File: src/rtl/mdu_div.sv
// -----------------------------------------------------------------------------
// mdu_div - multicycle radix-2 restoring divider for DIV / DIVU.
//
// Takes the rs/rt register-file read data as dividend/divisor. It produces the
// quotient (written to LO) and the remainder (written to HI). The controller
// stalls the PC while busy is high and commits the result on the done pulse.
//
// Timing, with start sampled at edge E0:
//   E0            operands captured; busy rises
//   E1..E_WIDTH   one restoring step per edge
//   E_(WIDTH+1)   sign correction and result registration; busy falls
//   done is high for the single cycle after E_(WIDTH+1). A start sampled in
//   that cycle is accepted, so back-to-back throughput is WIDTH+2 cycles.
//
// Arithmetic follows MIPS rules:
//   - The quotient truncates toward zero.
//   - The remainder takes the dividend's sign.
//   - Dividing by zero gives quotient = all ones and remainder = the raw
//     dividend, with div_by_zero set.
//
// Ports:
//   clk          in   clock, all state changes on the rising edge
//   rst          in   asynchronous active-high reset
//   start        in   division request, only looked at while idle
//   is_signed    in   1 = DIV (two's complement), 0 = DIVU; captured at start
//   dividend     in   [WIDTH-1:0] rs value, captured at start
//   divisor      in   [WIDTH-1:0] rt value, captured at start
//   busy         out  operation in progress
//   done         out  one-cycle pulse, results valid from this cycle on
//   quotient     out  [WIDTH-1:0] to LO, held until the next done
//   remainder    out  [WIDTH-1:0] to HI, held until the next done
//   div_by_zero  out  divisor was zero, held until the next done
// -----------------------------------------------------------------------------
module mdu_div #(
   parameter int WIDTH = 32,
   parameter int CNT_W = 6
) (
   input  logic             clk,
   input  logic             rst,
   input  logic             start,
   input  logic             is_signed,
   input  logic [WIDTH-1:0] dividend,
   input  logic [WIDTH-1:0] divisor,
   output logic             busy,
   output logic             done,
   output logic [WIDTH-1:0] quotient,
   output logic [WIDTH-1:0] remainder,
   output logic             div_by_zero
);

   localparam logic [CNT_W-1:0] LP_LAST_STEP = CNT_W'(WIDTH - 1);

   typedef enum logic [1:0] {
      S_IDLE = 2'd0,
      S_RUN  = 2'd1,
      S_FIX  = 2'd2
   } state_t;

   state_t            r_state;
   state_t            w_state_next;

   // Iteration state
   logic [CNT_W-1:0]  r_cnt;
   logic [WIDTH:0]    r_rem;      // partial remainder
   logic [WIDTH-1:0]  r_quo;      // dividend in, quotient out (shift register)
   logic [WIDTH-1:0]  r_dvs;      // divisor magnitude
   logic              r_sign_q;
   logic              r_sign_r;
   logic              r_zero;

   // Registered outputs
   logic              r_done;
   logic [WIDTH-1:0]  r_quotient;
   logic [WIDTH-1:0]  r_remainder;
   logic              r_div_by_zero;

   // Control decodes
   logic              w_accept;
   logic              w_step;
   logic              w_fix;

   // Operand conditioning
   logic              w_dvd_neg;
   logic              w_dvs_neg;
   logic              w_dvs_zero;
   logic [WIDTH-1:0]  w_dvd_mag;
   logic [WIDTH-1:0]  w_dvs_mag;

   // One restoring step
   logic [WIDTH:0]    w_shift;
   logic [WIDTH+1:0]  w_diff;
   logic              w_neg;

   // The partial remainder always stays below the divisor magnitude, so its
   // top bit is never set and the shift only needs the low WIDTH bits.
   logic              w_unused_rem_msb;
   assign w_unused_rem_msb = r_rem[WIDTH];

   // -------------------------------------------------------------------------
   // FSM: state register
   // -------------------------------------------------------------------------
   always_ff @(posedge clk or posedge rst) begin
      if (rst) begin
         r_state <= S_IDLE;
      end else begin
         r_state <= w_state_next;
      end
   end

   // -------------------------------------------------------------------------
   // FSM: next state
   // -------------------------------------------------------------------------
   always_comb begin
      w_state_next = r_state;
      case (r_state)
         S_IDLE:  if (start) w_state_next = S_RUN;
         S_RUN:   if (r_cnt == LP_LAST_STEP) w_state_next = S_FIX;
         S_FIX:   w_state_next = S_IDLE;
         default: w_state_next = S_IDLE;
      endcase
   end

   // -------------------------------------------------------------------------
   // FSM: outputs and control decodes
   // -------------------------------------------------------------------------
   always_comb begin
      busy     = 1'b0;
      w_accept = 1'b0;
      w_step   = 1'b0;
      w_fix    = 1'b0;
      case (r_state)
         S_IDLE:  w_accept = start;
         S_RUN:   begin busy = 1'b1; w_step = 1'b1; end
         S_FIX:   begin busy = 1'b1; w_fix  = 1'b1; end
         default: ;
      endcase
   end

   // -------------------------------------------------------------------------
   // Operand conditioning
   // In unsigned mode neither operand is treated as negative. The magnitude
   // of the most negative value wraps onto itself. That is still the correct
   // value when read as unsigned, which is how the datapath uses it.
   // -------------------------------------------------------------------------
   assign w_dvd_neg  = is_signed & dividend[WIDTH-1];
   assign w_dvs_neg  = is_signed & divisor[WIDTH-1];
   assign w_dvs_zero = (divisor == '0);
   assign w_dvd_mag  = w_dvd_neg ? -dividend : dividend;
   assign w_dvs_mag  = w_dvs_neg ? -divisor  : divisor;

   // -------------------------------------------------------------------------
   // Restoring step
   // Shift the remainder/quotient pair left and try subtracting the divisor.
   // The extra top bit of the difference is the borrow: when it is set the
   // trial went negative and the shifted value is restored.
   // -------------------------------------------------------------------------
   assign w_shift = {r_rem[WIDTH-1:0], r_quo[WIDTH-1]};
   assign w_diff  = {1'b0, w_shift} - {2'b0, r_dvs};
   assign w_neg   = w_diff[WIDTH+1];

   // -------------------------------------------------------------------------
   // Datapath and result registers
   // -------------------------------------------------------------------------
   always_ff @(posedge clk or posedge rst) begin
      if (rst) begin
         r_cnt         <= '0;
         r_rem         <= '0;
         r_quo         <= '0;
         r_dvs         <= '0;
         r_sign_q      <= 1'b0;
         r_sign_r      <= 1'b0;
         r_zero        <= 1'b0;
         r_done        <= 1'b0;
         r_quotient    <= '0;
         r_remainder   <= '0;
         r_div_by_zero <= 1'b0;
      end else begin
         r_done <= w_fix;

         if (w_accept) begin
            r_cnt    <= '0;
            r_rem    <= '0;
            // With a zero divisor every trial subtract succeeds. The raw
            // dividend therefore shifts straight through into the remainder,
            // and the quotient fills with ones.
            r_quo    <= w_dvs_zero ? dividend : w_dvd_mag;
            r_dvs    <= w_dvs_mag;
            r_sign_q <= w_dvd_neg ^ w_dvs_neg;
            r_sign_r <= w_dvd_neg;
            r_zero   <= w_dvs_zero;
         end

         if (w_step) begin
            r_cnt <= r_cnt + 1'b1;
            r_rem <= w_neg ? w_shift : w_diff[WIDTH:0];
            r_quo <= {r_quo[WIDTH-2:0], ~w_neg};
         end

         if (w_fix) begin
            r_div_by_zero <= r_zero;
            if (r_zero) begin
               r_quotient  <= '1;
               r_remainder <= r_rem[WIDTH-1:0];
            end else begin
               r_quotient  <= r_sign_q ? -r_quo : r_quo;
               r_remainder <= r_sign_r ? -r_rem[WIDTH-1:0] : r_rem[WIDTH-1:0];
            end
         end
      end
   end

   assign done        = r_done;
   assign quotient    = r_quotient;
   assign remainder   = r_remainder;
   assign div_by_zero = r_div_by_zero;

endmodule

File: config.mk
export PLATFORM = sky130hd
export DESIGN_NAME = mdu_div
export DESIGN_NICKNAME = d
export VERILOG_FILES = /design/src/rtl/mdu_div.sv
export SDC_FILE = /design/constraint.sdc
export NUM_CORES = 1
export LEC_CHECK = 0
export CORE_MARGIN = 2
export CORE_UTILIZATION = 45
export CTS_CLUSTER_DIAMETER = 50
export DETAILED_ROUTE_END_ITERATION = 10
export DONT_BUFFER_PORTS = 1
export REMOVE_ABC_BUFFERS = 1
export SLEW_MARGIN = 20
export SYNTH_ARGS = -nofsm -noshare
export SYNTH_HDL_FRONTEND = slang
export SYNTH_SLANG_ARGS = --single-unit
export TNS_END_PERCENT = 5
File: constraint.sdc
create_clock -name clk -period 10.5 [get_ports clk]
set_clock_uncertainty 0.1 [all_clocks]
set_input_delay 2.625 -clock clk [delete_from_list [all_inputs] [get_ports clk]]
set_output_delay 2.625 -clock clk [all_outputs]
set_load 0.05 [all_outputs]
; ---- Word level (Yosys, flattened, before mapping)
; Cells that the tools add are included.
[word_totals]
regBits = 173
latchBits = 0
ramBits = 0
rom_bits = 0
inputBits = 68
output_inout_bits = 67
elab_cells = 53
n_memories = 0
[op_classes]
n_addsub = 6
mul = 0
div = 0
n_lt_le_gt_ge = 0
eq_ne = 5
shift = 0
muxes = 21
bitwise_logic = 4
reduce_logical = 5
[ops]
columns = op, n
row1 = two-way mux 32 bit, 12
row2 = negator 32 bit, 4
row3 = subtractor 33 x 32 -> 34 bit, 1
row4 = zero test 32 bit, 1
row5 = two-way mux 6 bit, 2
row6 = adder 6 x 1 -> 6 bit (second input constant), 1
row7 = equality test 6 x 5 -> 1 bit (second input constant), 1
row8 = two-way mux 1 bit, 4
row9 = two-way mux 2 bit, 2
row10 = != test 2 bit (second input constant), 2
row11 = one-hot mux 2 bit (2 select lines), 1
row12 = bitwise AND 1 bit, 2
row13 = equality test 2 x 1 -> 1 bit (second input constant), 1
row14 = equality test 2 bit (second input constant), 1
row15 = zero test 2 bit, 1
row16 = AND reduction 2 bit, 1
row17 = nonzero test 2 bit, 1
row18 = OR reduction 2 bit, 1
row19 = NOT 1 bit, 1
row20 = bitwise XOR 1 bit, 1

; ---- Logic depth before layout (Yosys ltp)
; Gate-level depths: netlist (run 1).
[logic_depth]
ltp_word = 5
mapped_depth = 12
depth_no_buf = 12

; ---- Least setup slack after synthesis (run 1)
; OpenSTA, ideal clock, no wires.
[synth_timing]
path_type = input -> register
from = input dividend[12]
to = register r_quo[29]
arrival_time_ns = 4.811
path_slack_ns = 5.507
path_stages = 8
n_path_buf = 0
path_cell_list = or4_4 or4_4 or4b_4 nand2b_4 o31ai_2 xnor2_1 nor2_1 o21ai_0
[synth_between]
elab_chain_len = 5
[synth_rtl]
columns = item, line
row1 = from (decl), 42  ; input logic [WIDTH-1:0] dividend,
row2 = negator 32 bit, 148  ; assign w_dvd_mag = w_dvd_neg ? -dividend : dividend;
row3 = two-way mux 32 bit, 148
row4 = two-way mux 32 bit, 186  ; r_quo <= w_dvs_zero ? dividend : w_dvd_mag;
row5 = two-way mux 32 bit, 180  ; if (w_accept) begin
row6 = two-way mux 32 bit, 193  ; if (w_step) begin
row7 = to (signal assigned), 186
row8 = to (signal assigned), 196  ; r_quo <= {r_quo[WIDTH-2:0], ~w_neg};
row9 = to (decl), 65  ; logic [WIDTH-1:0] r_quo;
; No other way between the ends. The select of a mux whose other input is x is not followed.
; A chain may end at the register's enable or synchronous reset.

; ---- Worst setup path in the final report (run 1)
; Ends and elaborated chain as after synthesis.

==> results of run 1 <==
==> report_power, final <==
group	total (W)	internal, W	leakage, nW	switching (W)
sequential	0.00119	0.000879	2.26	0.000315
clock	0.000650	0.000340	0.293	0.000309
combinational	0.00211	0.000880	2.69	0.00123
==> worst max-delay path by stage <==
stage	to	slack [ns]	startpoint
after floorplan	div_by_zero	3.09	rst
after global placement	r_quo[29]	5.40	dividend[12]
after detailed placement	r_quo[29]	5.36	dividend[12]
after CTS	r_quo[29]	5.81	dividend[12]
after global routing	r_quo[29]	5.68	dividend[12]
final	r_quo[29]	5.81	dividend[12]
==> routing by layer <==
layer  track usage  vias to the layer above  share of wire
met5             0                        -        0.00044
met3       0.05567                       32          0.055
met1        0.3022                     4334           0.45
met4       0.05068                        2          0.013
li1              -                     4600              -
met2        0.3925                      209           0.48
==> worst max-delay path, delay by kind of cell <==
family	cells	cell delay [ns]
AO/OA/AOI/OAI	2	0.44
AND/OR/NAND/NOR	5	1.74
XOR/XNOR	1	0.14
==> per-stage QoR <==
stage	util	area (um^2)	worst slack, ns	cells
finish	0.4965	12150	5.808	1627
global route	0.4965	12150	5.676	1627
CTS	0.4965	12150	5.814	1627
detailed placement	0.4725	11560	5.356	1595
global placement	0.4725	11560	5.402	1595
floorplan	-	11020	3.087	1258
==> cells by family after synthesis <==
family	synth area share
and+or+nand+nor	0.1738
AOI/OAI and AO/OA	0.2103
DFF	0.3843
xor gates and xnor gates	0.1073
buffers and inverters	0.04176
adders and majority gates	0.04732
muxes	0.03521
==> cells in the final DEF, fill, tap and decap left out, types with 8 or more instances in the layout <==
cell type  count
inv_1         58
mux2i_1       34
a31oi_1        8
a21oi_1      112
nand3_1       23
o31ai_1       32
and3_1        13
o22ai_1       10
o41ai_1       11
xnor2_1       73
o21ai_0      128
clkbuf_16     17
dfrtp_1      173
o32ai_1       10
ha_1          39
xor2_1        65
nor3_1        25
nand2_1      149
nor2b_1        8
a21o_1        12
or3_1         17
buf_4         13
nor2_1       133
==> state kept, by name (all words and copies together) (netlist names) <==
register and cells:
r_state 2, quotient 32, done 1, r_quo 32
r_cnt 6, r_dvs 32, remainder 32, r_sign_q 1
r_rem 32, div_by_zero 1, r_sign_r 1, r_zero 1
==> final cells by class <==
cell class                      count  area, um^2
Fill cell                        2375       12320
Multi-Input combinational cell   1026        6500
Clock inverter                     15       161.4
Clock buffer                       17       425.4
Sequential cell                   173        4329
Timing Repair Buffer               13       97.59
Inverter                           59       226.5
Tap cell                          324       405.4
==> results by group, run 1 <==
Route
  • DR vias: 9177
  • First drt pass iteration count: 5
  • Final ANT Viol Nets: 0
  • Drt total wl: 29480 um
  • Vias/cell: approximately 5.6
  • Drc violations: 0
  • 1st-iter DRT viols: 511
  • Routed len/inst: 18.12 um

Global routing
  • Maximum number of pins on one net before global-route repair: 88
  • Vias in the first global route: between 8000 and 9000
  • Global-route wire length before repair: 48500 um
  • Number of antenna violations at the first check in global routing: 1
  • All-Layer GR Usage: 0.2318
  • GRT Residual Overflow: 0

Critical path
  • Critical-path cell list: or4_4 -> or4_4 -> or4b_4 -> nand2b_4 -> o31ai_2 -> xnor2_1 -> nor2_1 -> o21ai_0
  • R2R Setup Slk: 6.59 ns
  • Arrival time worst endpoint: 4.94 ns
  • Reg-to-Reg Start: r_rem[8]
  • Critical path capture point type: register
  • R2R depth: 10
  • Worst Setup Start Kind: input port
  • Worst-path maximum fanout: 4
  • CP max stage cell: or4_4
  • RR Endpoint: r_rem[28]
  • Critical path class: in -> reg
  • Worst Path Required: around 11 ns
  • Critical Path Max Stage Delay: 0.54 ns
  • Most used cell, CP: or4_4

Hold path
  • Hold depth: 2
  • WHS Endpoint: r_dvs[27]
  • Hold_sp: r_dvs[27]
  • Hold crit path type: reg -> reg

Clocking
  • Post_cts resized: 0
  • CTS H-tree lvls: 4
  • Clk sink count: between 150 and 200
  • # hold bufs at CTS: 0
  • TritonCTS buffer count: 17
  • CTS tree: built
  • Post-CTS Setup Inserts: 0
  • Longest Clk Path Bufs: 2
  • Clk slew on worst S/H paths: 0.07 ns
  • Worst-Skew Late Latency: 0.44 ns
  • CTS root buf: clkbuf_16

Floorplan
  • Core Region: 24460 um^2
  • Die area: 26310 um^2
  • Die Height: 162.2 um
  • Starting density of the core: 0.4605
  • Site Rows: 57
  • Die X: between 150 and 200 um
  • Top Ports: ~140

Pwr
  • Max VDD drop: 0.1313 mV
  • Power Density: 325.7 nW/um^2
  • Final Power: 0.003956 W
  • Leakage: 5.242 nW

Logic synthesis
  • FF+latch count, synth: about 170
  • Post-Syn Instances: 1323
  • Post-synth top flop: dfrtp_1
  • Synth area leaders: dfrtp_1 38%, o21ai_0 5.7%, xnor2_1 5.7%
  • Share of the synthesized area in the top cell type: 0.3843
  • Leading area contributor after synthesis: dfrtp_1
  • Count leader, synth: dfrtp_1
  • Synth cell types: 68
  • Post-synth EDFFs: 0
  • Syn. warnings: 0
  • Post-Syn Area: 11260 um^2
  • Mean area per synthesized cell: between 8 and 9 um^2
  • Seq/Total Area, Yosys: 0.3843
  • Most instantiated cells after synthesis: 173 x dfrtp_1, 150 x nand2_1, 133 x nor2_1, 128 x o21ai_0, 112 x a21oi_1
  • FFs w/ async S/R, synth: 1.000

STA
  • WHS: 0.3804 ns
  • Final setup viols: 0
  • Slew Limit Fails: 0
  • Slew @ Worst Pin: slightly below 0.9 ns
  • Final Hold Fails: 0
  • Final min period: 4.692 ns
  • TNS Setup: 0 ns
  • Slew margin rel.: 0.4050
  • Max frequency: 213.1 MHz
  • Final Cycle Share: 0.4468
  • Unrepaired setup endpoints after global routing: no

Flow run
  • Max Cap Viol: 0

Finish
  • Nets@finish: between 1000 and 1500
  • Fraction of layout cells with a size suffix above 1: 0.05909
  • Layout area overhead: 7.820%
  • N_diodes: 0

Placement
  • GP Congestion: 0.8623
  • Port Buffer Count: 0
  • Dpl hpwl: 20720 um

Status
  • Status: complete, no violations
Note: power is estimated with default switching activity, not from simulation.
==> run 2, diff against run 1 <==
- clock period: 10.5 -> 4.7 ns (I/O delays scaled with it)
==> results by group, run 2 (synthesis results as in run 1) <==
Critical path
  • Reg-to-Reg Start: r_rem[10]
  • RR Endpoint: r_rem[4]
  • R2R depth: 10 (unchanged)
  • Family with the most delay on the worst path: compound AO/OA/AOI/OAI gates
  • Critical Path Max Stage Delay: 0.50 ns (-0.04 ns)
  • Worst-path maximum fanout: 17 (+13)
  • R2R Setup Slk: 0.89 ns (-5.70 ns)
  • Critical path class: reg -> reg
  • Worst Setup Start Kind: register
  • Arrival time worst endpoint: 4.01 ns (-0.93 ns)
  • Worst Path Required: 4.91 ns (-5.84 ns)
  • Critical-path cell list: ha_1 -> nand4_1 -> nor4_1 -> o21ai_0 -> a21oi_1 -> o2111ai_2 -> nand2_1 -> buf_4 -> mux2i_1 -> o22ai_1
  • Crit path buffers/inverters: 1 (+1)
  • CP max stage cell: nand2_1
  • Critical path capture point type: register

Floorplan
  • Die Height: 162.2 um (unchanged)
  • Starting density of the core: 0.4605 (unchanged)
  • Site Rows: 57 (unchanged)
  • Core Region: 24460 um^2 (unchanged)
  • Die X: 162.2 um (unchanged)
  • Die area: 26310 um^2 (unchanged)
  • Top Ports: 135 (unchanged)

Placement
  • Dpl ws: 0.9416 ns (-4.414 ns)
  • Port Buffer Count: 0 (unchanged)
  • Placed cells: 1596 (+0.063%)
  • GP Congestion: 0.8514 (-1.3%)
  • Dpl hpwl: 21240 um (+2.5%)

Clocking
  • CTS root buf: clkbuf_16
  • Post-CTS Setup Inserts: 0 (unchanged)
  • Worst-Skew Late Latency: 0.44 ns (about the same)
  • CTS H-tree lvls: 4 (unchanged)
  • # hold bufs at CTS: 0 (unchanged)
  • CTS tree: built
  • Longest Clk Path Bufs: 2 (unchanged)
  • Clk slew on worst S/H paths: 0.08 ns (about the same)
  • Clk sink count: 173 (unchanged)
  • TritonCTS buffer count: 17 (unchanged)
  • Post_cts resized: 0 (unchanged)

Finish
  • Most common cell after layout, fill and taps aside: dfrtp_1
  • N_diodes: 0 (unchanged)
  • Commonest cells after routing, fill and taps aside: 173 x dfrtp_1, 149 x nand2_1, 133 x nor2_1
  • Layout area overhead: 7.964%
  • Nets@finish: 1401 (+0.071%)
  • Layout Cells excl Fill: 1628 (+0.061%)
  • Fraction of layout cells with a size suffix above 1: 0.05982 (+0.0007216)

Pwr
  • Leakage: 5.239 nW (about the same)
  • Max VDD drop: 0.2690 mV (+100%)
  • Power Density: 728.2 nW/um^2 (+120%)

STA
  • Final Hold Fails: 0 (unchanged)
  • Unrepaired setup endpoints after global routing: no
  • Max frequency: about 260 MHz
  • Slew Limit Fails: 0 (unchanged)
  • Final setup viols: 0 (unchanged)
  • Slew margin rel.: 0.3211 (-0.08390)
  • Slew @ Worst Pin: 1.014 ns (+0.1231 ns)
  • Final setup margin: 0.8916 ns (-4.917 ns)
  • Final Cycle Share: 0.8103
  • Final min period: 3.808 ns
  • WHS: 0.3835 ns (+0.003123 ns)

Route
  • Routed len/inst: 18.25 um (+0.72%)
  • Drt total wl: 29720 um (+0.79%)
  • 1st-iter DRT viols: 588 (+15%)
  • Drc violations: 0 (unchanged)
  • Final ANT Viol Nets: 0 (unchanged)
  • Vias/cell: 5.658 (+0.32%)
  • DR vias: 9212 (+0.38%)
  • First drt pass iteration count: 7 (+2)

Hold path
  • Hold_sp: r_dvs[24]
  • Hold crit path type: reg -> reg
  • Hold depth: 2 (unchanged)
  • WHS Endpoint: r_dvs[24]

Global routing
  • GRT met2 Usage: 0.3915 (-0.0009671)
  • Vias in the first global route: 9057 (+1.1%)
  • Global-route wire length before repair: 48330 um (-0.36%)
  • Number of antenna violations at the first check in global routing: 0 (-1)
  • Maximum number of pins on one net before global-route repair: 90 (+2.3%)
  • GRT busiest layer: met2
  • Met1 usage: 0.3022 (about the same)
  • GRT Residual Overflow: 0 (unchanged)
  • All-Layer GR Usage: 0.2310 (-0.0007385)
  • Met3 Usage GRT: 0.04928 (-0.006384)

Status
  • Status: complete, no violations

Flow run
  • Max Cap Viol: 0 (unchanged)
[run 2: cell count changes in the layout (fill, tap and decap cells not counted), sizes merged]
cell / change
inv: -3
clkinv: +2
clkinvlp: +2
buf: +1
bufinv: -1
[run 2: final cells by class]
type	instances	area, um^2
well taps	324	405.4
fillers	2348	12300
clock buffers	17	425.4
multi-input cells	1026	6495
flip-flops and latches	173	4329
repair buffers	14	130.1
inverters	59	226.5
clock inverters	15	150.1
[run 2: through the flow]
stage / total power (W) / area, um^2 / TNS [ns] / util
3_3_place_gp: 0.007361 / 11590 / 0 / 0.4736
2_1_floorplan: 0.006235 / 11020 / -218.59 / -
5_1_grt: 0.009620 / 12160 / 0 / 0.4972
6_report: 0.008856 / 12160 / 0 / 0.4972
4_1_cts: 0.008867 / 12160 / 0 / 0.4972
3_5_place_dp: 0.007397 / 11590 / 0 / 0.4736
[run 2: metal layers]
metal / vias to the layer above / part of all wire
met5: - / 0
met4: 0 / 0.012
met3: 28 / 0.053
met2: 204 / 0.47
met1: 4363 / 0.46
li1: 4617 / -
[run 2: worst register-to-register path, delay by kind of cell, from the launching register on]
family | cells | cell delay [ns]
mux | 1 | 0.24
simple gates | 3 | 0.92
buf+inv | 1 | 0.35
flops | 1 | 0.46
compound gates | 4 | 1.17
fa+ha+maj | 1 | 0.45
[run 2: worst max-delay path by stage]
stage / startpoint / endpoint / cells past startpoint
after floorplan: rst / div_by_zero / 1
after global placement: dividend[12] / r_quo[31] / 8
after detailed placement: r_rem[10] / r_rem[4] / 10
after CTS: r_rem[10] / r_rem[4] / 10
after global routing: r_rem[10] / r_rem[13] / 10
final: r_rem[10] / r_rem[4] / 10
[run 2: power breakdown]
part           total, W  leakage (nW)  switching, W  internal, W
Clock           0.00142         0.278      0.000716     0.000708
Combinational   0.00474          2.70       0.00278      0.00197
Sequential      0.00269          2.26      0.000726      0.00196
==> run 3, diff against run 2 <==
- clock period: 4.7 -> 3.1 ns (I/O delays scaled with it)
==> results by group, run 3 (synthesis results as in run 1) <==
Status
  • Status: complete, no violations

Finish
  • Number of fill cells in the layout: 2283 (-2.8%)
  • Layout area overhead: 15.92%
  • N_diodes: 0 (unchanged)
  • Nets@finish: 1505 (+7.4%)
  • Fraction of layout cells with a size suffix above 1: 0.1342 (+0.07442)
  • Layout Cells excl Fill: 1732 (+6.4%)
  • Commonest cells after routing, fill and taps aside: 173 x dfrtp_1, 148 x nand2_1, 133 x nor2_1
  • Most common cell after layout, fill and taps aside: dfrtp_1
  • Core Util, Final: 0.5338 (+0.03662)

Global routing
  • Global-route wire length before repair: 49270 um (+1.9%)
  • Number of antenna violations at the first check in global routing: 0 (unchanged)
  • Vias in the first global route: 9189 (+1.5%)
  • All-Layer GR Usage: 0.2361 (+0.005031)
  • Maximum number of pins on one net before global-route repair: 66 (-27%)
  • GRT Residual Overflow: 0 (unchanged)

Clocking
  • TritonCTS buffer count: 17 (unchanged)
  • CTS root buf: clkbuf_16
  • Clk slew on worst S/H paths: 0.08 ns (about the same)
  • CTS tree: built
  • CTS H-tree lvls: 4 (unchanged)
  • Longest Clk Path Bufs: 2 (unchanged)
  • # hold bufs at CTS: 0 (unchanged)
  • Worst-Skew Late Latency: 0.45 ns (about the same)
  • Clk sink count: 173 (unchanged)

STA
  • Final Cycle Share: 0.9693 (+0.1590)
  • Final min period: 3.005 ns (-0.8037 ns)
  • Slew @ Worst Pin: 0.7794 ns (-0.2343 ns)
  • Final setup viols: 0 (unchanged)
  • Final Hold Fails: 0 (unchanged)
  • Slew margin rel.: 0.4798 (+0.1587)
  • Unrepaired setup endpoints after global routing: yes
  • TNS Setup: 0 ns (unchanged)
  • Max frequency: 332.8 MHz (+27%)
  • Slew Limit Fails: 0 (unchanged)

Route
  • First drt pass iteration count: 5 (-2)
  • Drt total wl: 30460 um (+2.5%)
  • DR vias: 9604 (+4.3%)
  • Drc violations: 0 (unchanged)
  • 1st-iter DRT viols: 694 (+18%)
  • Vias/cell: 5.545 (-2.0%)
  • Routed len/inst: 17.58 um (-3.7%)
  • Final ANT Viol Nets: 0 (unchanged)

Floorplan
  • Core Region: 24460 um^2 (unchanged)
  • Die X: 162.2 um (unchanged)
  • Site Rows: 57 (unchanged)
  • Starting density of the core: 0.4605 (unchanged)
  • Top Ports: 135 (unchanged)
  • Die area: 26310 um^2 (unchanged)
  • Die Height: 162.2 um (unchanged)

Pwr
  • Leakage: 5.796 nW (+11%)
  • Power Density: 1119 nW/um^2 (+54%)
  • Max VDD drop: 0.5140 mV (+91%)

Placement
  • GP Congestion: 0.8965 (+5.3%)
  • Dpl hpwl: 22940 um (+8.0%)
  • Placed cells: 1699 (+6.5%)
  • Port Buffer Count: 0 (unchanged)

Flow run
  • Max Cap Viol: 0 (unchanged)

Critical path
  • Arrival time worst endpoint: 3.22 ns (-0.79 ns)
  • Worst Path Required: 3.32 ns (-1.59 ns)
  • Critical path capture point type: register
  • Worst Setup Start Kind: register
  • Critical path class: reg -> reg
  • Worst-path maximum fanout: 8 (-9)

Hold path
  • Hold crit path type: in -> async
-- run 3: cell count changes in the layout (fill, tap and decap cells not counted), moves of 2 or more --
| cell | previous run | this run |
|---|---|---|
| a211oi_2 | 1 | 3 |
| buf_12 | 2 | 5 |
| a211oi_1 | 4 | 2 |
| buf_4 | 12 | 113 |
| clkinvlp_4 | 2 | 0 |
| inv_8 | 4 | 6 |
-- run 3: what timing repair did --
item,4_1_cts,5_1_grt
setup endpoints to repair,1,29
gates resized for setup,2,8
pin swaps,0,2
buffers inserted,0,1
-- run 3: worst max-delay path: stages, from the launching register on --
cell and delay, ns:
dfrtp_1 0.40, ha_1 0.35, a21o_1 0.18, a31o_2 0.22, a211oi_2 0.27, a21oi_1 0.12, buf_4 0.16, o2111ai_2 0.26
and2_1 0.24, buf_4 0.18, nor3_1 0.06, o41ai_2 0.34
-- run 3: report_power, final --
group | internal (W) | leakage [nW] | switching [W]
clock network | 0.00117 | 0.300 | 0.00109
registers | 0.00298 | 2.26 | 0.000852
logic | 0.00385 | 3.24 | 0.00468
total | 0.00800 | 5.80 | 0.00662
-- run 3: area by class of cell --
type | count | area [um^2] | share of cell area
Clock inverter | 15 | 182.7 | 0.01399
Tap cell | 324 | 405.4 | 0.03105
Inverter | 59 | 226.5 | 0.01734
Multi-Input combinational cell | 1026 | 6540 | 0.5009
Clock buffer | 17 | 425.4 | 0.03258
Sequential cell | 173 | 4329 | 0.3315
Timing Repair Buffer | 118 | 948.4 | 0.07263
-- run 3: layer usage --
metal,vias to the layer above,track usage,share of wire
li1,4819,-,-
met1,4550,0.3117,0.46
met2,201,0.3909,0.47
met3,34,0.05209,0.054
met4,0,0.06798,0.019
met5,-,0,0
-- run 3: worst paths after layout --
path | from | to | slack [ns] | cells past startpoint
max | r_rem[10] | r_rem[25] | 0.1 | 11
min | rst | quotient[27] | 0.14 | 1
max reg2reg | r_rem[10] | r_rem[25] | 0.1 | 11
min reg2reg | r_dvs[25] | r_dvs[25] | 0.38 | 2
max in group asynchronous | rst | r_state[1] | 2.01 | 2
min in group clk | is_signed | r_sign_q | 0.36 | 2
-- run 3: through the flow --
stage          hold WS, ns  power, W  worst slack, ns  cell area (um^2)
2_1_floorplan       0.3445  0.009454           -2.464             11020
3_3_place_gp        0.3622   0.01214          -0.1188             12390
4_1_cts             0.1553   0.01458          0.02842             13010
5_1_grt             0.1713   0.01584         -0.05411             13060
6_report            0.1400   0.01461          0.09530             13060
3_5_place_dp        0.3700   0.01225          -0.1758             12390
